**src/rtl/mmio_uart_tx.sv**
```systemverilog
// rtl/mmio_uart_tx.sv - memory-mapped 8N1 UART transmitter with byte FIFO
// Register window: TXDATA, STATUS, DIVISOR, reserved; selected by adr[3:2].
module mmio_uart_tx #(
  parameter logic [31:0] BASE      = 32'hFFFF_FF00,
  parameter int          DEPTH     = 8,
  parameter logic [15:0] DIV_RESET = 16'd434
) (
  input  logic        clk,
  input  logic        reset,
  input  logic [31:0] adr,
  input  logic [31:0] writedata,
  input  logic        memwrite,
  output logic        sel,
  output logic [31:0] rdata,
  output logic        tx
);

  localparam int AW = $clog2(DEPTH);
  localparam logic [AW:0]   CNT_FULL = (AW+1)'(DEPTH);
  localparam logic [AW:0]   CNT_ONE  = (AW+1)'(1);
  localparam logic [AW-1:0] PTR_ONE  = AW'(1);

  typedef enum logic [1:0] {S_IDLE, S_START, S_DATA, S_STOP} state_e;

  state_e        state_q, state_d;
  logic [15:0]   baud_q, baud_d;
  logic [2:0]    bit_q, bit_d;
  logic [7:0]    shift_q, shift_d;
  logic [15:0]   period_q, period_d;
  logic          tx_q, tx_d;
  logic [AW-1:0] wptr_q, wptr_d, rptr_q, rptr_d;
  logic [AW:0]   count_q, count_d;
  logic          ovf_q, ovf_d;
  logic [15:0]   div_q, div_d;
  logic [7:0]    fifo_q [DEPTH];

  logic       wr, push_req, push_ok, clr, div_wr, pop, empty, full, bit_end, busy;
  logic [1:0] reg_idx;
  logic [7:0] count8;
  logic       unused_bits;

  assign sel         = (adr[31:4] == BASE[31:4]);
  assign reg_idx     = adr[3:2];
  assign wr          = memwrite & sel;
  assign push_req    = wr && (reg_idx == 2'd0);
  assign clr         = wr && (reg_idx == 2'd1) && writedata[3];
  assign div_wr      = wr && (reg_idx == 2'd2);
  assign empty       = (count_q == '0);
  assign full        = (count_q == CNT_FULL);
  assign bit_end     = (baud_q == period_q - 16'd1);
  assign count8      = 8'(count_q);
  assign unused_bits = ^{adr[1:0], writedata[31:16]};

  always_ff @(posedge clk) begin
    if (reset) begin
      state_q  <= S_IDLE;
      baud_q   <= '0;
      bit_q    <= '0;
      shift_q  <= '0;
      period_q <= DIV_RESET;
      tx_q     <= 1'b1;
      wptr_q   <= '0;
      rptr_q   <= '0;
      count_q  <= '0;
      ovf_q    <= 1'b0;
      div_q    <= DIV_RESET;
    end else begin
      state_q  <= state_d;
      baud_q   <= baud_d;
      bit_q    <= bit_d;
      shift_q  <= shift_d;
      period_q <= period_d;
      tx_q     <= tx_d;
      wptr_q   <= wptr_d;
      rptr_q   <= rptr_d;
      count_q  <= count_d;
      ovf_q    <= ovf_d;
      div_q    <= div_d;
    end
  end

  always_ff @(posedge clk) begin
    if (!reset && push_ok) fifo_q[wptr_q] <= writedata[7:0];
  end

  // Stop bit may chain straight into the next start bit when a byte is waiting.
  always_comb begin
    state_d  = state_q;
    baud_d   = baud_q + 16'd1;
    bit_d    = bit_q;
    shift_d  = shift_q;
    period_d = period_q;
    pop      = 1'b0;
    case (state_q)
      S_IDLE: begin
        baud_d = '0;
        if (!empty) begin
          pop      = 1'b1;
          state_d  = S_START;
          shift_d  = fifo_q[rptr_q];
          period_d = div_q;
        end
      end
      S_START: if (bit_end) begin
        state_d = S_DATA;
        bit_d   = '0;
        baud_d  = '0;
      end
      S_DATA: if (bit_end) begin
        baud_d = '0;
        bit_d  = bit_q + 3'd1;
        if (bit_q == 3'd7) state_d = S_STOP;
      end
      S_STOP: if (bit_end) begin
        baud_d = '0;
        if (!empty) begin
          pop      = 1'b1;
          state_d  = S_START;
          shift_d  = fifo_q[rptr_q];
          period_d = div_q;
        end else begin
          state_d = S_IDLE;
        end
      end
      default: state_d = S_IDLE;
    endcase
  end

  always_comb begin
    push_ok = push_req && (!full || pop);
    wptr_d  = push_ok ? wptr_q + PTR_ONE : wptr_q;
    rptr_d  = pop ? rptr_q + PTR_ONE : rptr_q;
    case ({push_ok, pop})
      2'b10:   count_d = count_q + CNT_ONE;
      2'b01:   count_d = count_q - CNT_ONE;
      default: count_d = count_q;
    endcase
    ovf_d = ovf_q;
    if (clr) ovf_d = 1'b0;
    if (push_req && !push_ok) ovf_d = 1'b1;
    div_d = div_q;
    if (div_wr) div_d = (writedata[15:0] == 16'd0) ? 16'd1 : writedata[15:0];
  end

  always_comb begin
    busy = (state_q != S_IDLE);
    case (state_d)
      S_START: tx_d = 1'b0;
      S_DATA:  tx_d = shift_d[bit_d];
      default: tx_d = 1'b1;
    endcase
    rdata = '0;
    if (sel) begin
      case (reg_idx)
        2'd1:    rdata = {16'h0, count8, 4'h0, ovf_q, empty, full, busy};
        2'd2:    rdata = {16'h0, div_q};
        default: rdata = '0;
      endcase
    end
  end

  assign tx = tx_q;

endmodule

```
**config.mk**
```make
export PLATFORM = sky130hd
export DESIGN_NAME = mmio_uart_tx
export DESIGN_NICKNAME = d
export VERILOG_FILES = /design/src/rtl/mmio_uart_tx.sv
export SDC_FILE = /design/constraint.sdc
export NUM_CORES = 1
export LEC_CHECK = 0
export ABC_CLOCK_PERIOD_IN_PS = 4300
export CORE_MARGIN = 2
export CORE_UTILIZATION = 50
export DETAILED_ROUTE_END_ITERATION = 16
export PLACE_DENSITY_LB_ADDON = 0.15
export SLEW_MARGIN = 0
export SYNTH_ARGS = -nofsm -noshare
export SYNTH_HDL_FRONTEND = slang
export SYNTH_SLANG_ARGS = --single-unit
```
**constraint.sdc**
```tcl
create_clock -name clk -period 4.3 [get_ports clk]
set_input_delay 0.86 -clock clk [delete_from_list [all_inputs] [get_ports clk]]
set_output_delay 0.86 -clock clk [all_outputs]
set_load 0.01 [all_outputs]
```
==> flow_metrics.env <==
export IMPL_status="finished, final reports clean"
export IMPL_crit_type="input pin to output pin"
export IMPL_p_int_uw=3070
export IMPL_ir_worst_vdd_mv=0.361
export IMPL_fin_skew_ps=10.8
export IMPL_slew_headroom_pct=53.4
export IMPL_fmax_mhz=243
export IMPL_async_reset_ff_share_pct=0
export IMPL_p_sw_share_pct=32.7
export IMPL_htree_levels=4
export IMPL_start_util_pct=51.1
export IMPL_synth_area_leaders="edfxtp_1 27%, dfxtp_1 21%, mux4_2 5.1%"
export IMPL_ff2ff_path_depth=19
export IMPL_fp_row_count=43
export IMPL_synth_area_sq_mm=0.00709
export IMPL_track_usage_pct=23.6
export IMPL_cts_path_max_buffers=2
export IMPL_drc=0
export IMPL_hold_path_depth=2
export IMPL_numCtsBuffers=17
export IMPL_coreArea_sq_mm=0.0139
export IMPL_hold_viol=0
export IMPL_synth_seq_cells=140
export IMPL_yosysWarnings=0
export IMPL_worst_pin_slew_ps=698
export IMPL_endpoint_kind="output pin"
export IMPL_nNetsFinal=843
export IMPL_finalCritPeriodShare_pct=95.5
export IMPL_synth_cell_type_count=72
export IMPL_total_power_uw=4560
export IMPL_antenna_found_initial=0
export IMPL_synth_largest_area_cell="edfxtp_1"
export IMPL_dr_total_vias=5498
export IMPL_slew_violations=0
export IMPL_clkLatencyLatePin_ps=420
export IMPL_arrival_ps=3250
export IMPL_cts_root_buf="clkbuf_16"
export IMPL_gp_congestion=0.893
export IMPL_synthCells=665
export IMPL_clock_sinks=140
export IMPL_dr_pass1_iters=5
export IMPL_num_io_pins=101
export IMPL_fin_util_pct=63.6
export IMPL_die_area_sq_mm=0.0152
export IMPL_post_synth_top_count_cell="nor2_1"
export IMPL_tns_ps=0
export IMPL_die_w_um=123
export IMPL_gr_total_overflow=0
export IMPL_setup_viol=0
export IMPL_crit_required_ps=3440
export IMPL_hold_worst_slack_ps=501
export IMPL_synth_edff_count=64
export IMPL_dp_hpwl_um=12200
export IMPL_hold_start="rptr_q[1]"
export IMPL_postCtsHoldBufs=0
export IMPL_diodes=0
export IMPL_synth_top_area_share_pct=27.1
export IMPL_grt_pass1_vias=5237
export IMPL_hp_class="flip-flop to flip-flop"
export IMPL_areaGrowthSynthToFinish_pct=24.4
export IMPL_dp_cells=913
export IMPL_post_drt_wl_per_cell_um=18.1
export IMPL_power_density_mw_per_mm2=517
export IMPL_startpoint_type="input pin"
export IMPL_power_switching_uw=1490
export IMPL_r2r_slack_ps=200
export IMPL_routed_via_density=5.78
export IMPL_drive_gt1_share_pct=17.9
export IMPL_stdcell_count=951
export IMPL_min_period_ps=4110
export IMPL_clkSlewWorstSetupHoldPaths_ps=60
export IMPL_combPwrFrac_pct=32.4
export IMPL_wl_um=17200
export IMPL_ant_nets=0
export IMPL_synthTopCellsByCount="95 x nor2_1, 76 x dfxtp_1, 64 x edfxtp_1, 49 x nand2_1, 34 x mux2i_1"
export IMPL_cap_violations=0
export IMPL_portBuffers=66
export IMPL_cts_tree="yes"
export IMPL_fillCellCount=1086
export IMPL_ys_flop_type="dfxtp_1"
export IMPL_leakagePower_uw=0.00330
export IMPL_power_frac_seq_pct=34.8
export IMPL_ys_seq_area_share_pct=48.6
export IMPL_grt_pass1_wl_um=27100
export IMPL_die_h_um=123
export IMPL_reg2reg_to="tx"
export IMPL_postSynthAreaPerCell_sq_um=10.7
export IMPL_regToRegStartpoint="period_q[0]"
export IMPL_clkPwrFrac_pct=32.8
export IMPL_grt_max_degree=51
export IMPL_first_iter_violations=410
export IMPL_crit_fanout=8
## layout make-up
type | instances | area, sq um | area share (%)
clock inverters | 12 | 151 | 1.72
repair buffers | 109 | 982 | 11.1
flip-flops and latches | 140 | 3450 | 39.1
multi-input cells | 469 | 3480 | 39.5
well taps | 180 | 225 | 2.55
clock buffers | 20 | 457 | 5.18
inverters | 21 | 78.8 | 0.893
## per-stage QoR
step	area (sq um)	setup slack, ps
floorplan	7150	30.3
global placement	8060	-4.13
detailed placement	8060	-92.5
CTS	8680	16.1
global route	8820	-7.83
finish	8820	192
## layer usage
metal  GRT usage (%)  vias to the layer above  wire length [um]
li1                -                     2575                 -
met1            30.5                     2695              7510
met2            39.1                      186              8380
met3            4.66                       42               797
met4            9.16                        0               495
met5               0                        -                 0
## power by group through the flow
stage          Combinational (uW)  Sequential [uW]  Clock, uW
6_report                     1480             1590       1500
3_5_place_dp                 1430             1610          0
2_1_floorplan                1080             1550          0
3_3_place_gp                 1390             1610          0
4_1_cts                      1440             1580       1510
5_1_grt                      1620             1600       1570
## repair_timing
item / CTS / global route
setup endpoints to repair: 9 / 10
cloned: 0 / 1
pin swaps: 0 / 5
buffers inserted: 0 / 5
gates resized for setup: 3 / 21
## worst max path at each step
stage,depth (start not counted),endpoint,from,slack (ps)
global route,19,tx,period_q[0],-8
detailed placement,19,tx,period_q[4],-90
finish,9,rdata[11],adr[7],190
floorplan,13,fifo_q[2][0],period_q[0],30
CTS,19,tx,period_q[0],20
global placement,9,rdata[11],adr[7],-4
## cells in the final DEF (no fill, tap or decap), types with 10 or more instances in the layout
cell type / n
a21oi_1: 11
a22oi_1: 16
and3_1: 15
buf_4: 42
clkbuf_16: 17
clkdlybuf4s50_1: 65
conb_1: 16
dfxtp_1: 74
edfxtp_1: 64
ha_1: 17
inv_1: 19
mux2i_1: 34
mux4_2: 16
nand2_1: 48
nand4_1: 12
nor2_1: 95
nor4_1: 10
o21ai_0: 14
xnor2_1: 18
xor2_1: 20
## critical path, cell delays in order
cell and delay [ps]:
clkdlybuf4s50_1 400, nor2_1 110, nand3_1 90, or4_1 580
nor4_4 210, buf_4 200, nand2_2 110, nor2_1 130
clkdlybuf4s50_1 540
## flip-flops by register name (all words and copies together), names as in the netlist, named ones only
register,flops
baud_q,16
period_q,16
tx,1
wptr_q,3
fifo_q,64
div_q,16
shift_q,8
count_q,4
ovf_q,1
rptr_q,3
state_q,2
bit_q,3
## kinds of logic after synthesis
family                   after synthesis  synth area share [%]
other                                  1                0.0529
AO/OA/AOI/OAI                         97                  10.6
flip-flops                           140                  48.6
buffers and inverters                 71                  4.80
multiplexers                          58                  11.2
adder cells (fa/ha/maj)               18                  3.28
AND/OR/NAND/NOR                      241                  16.7
XOR/XNOR                              39                  4.82
Note: power is estimated with default switching activity, not from simulation.
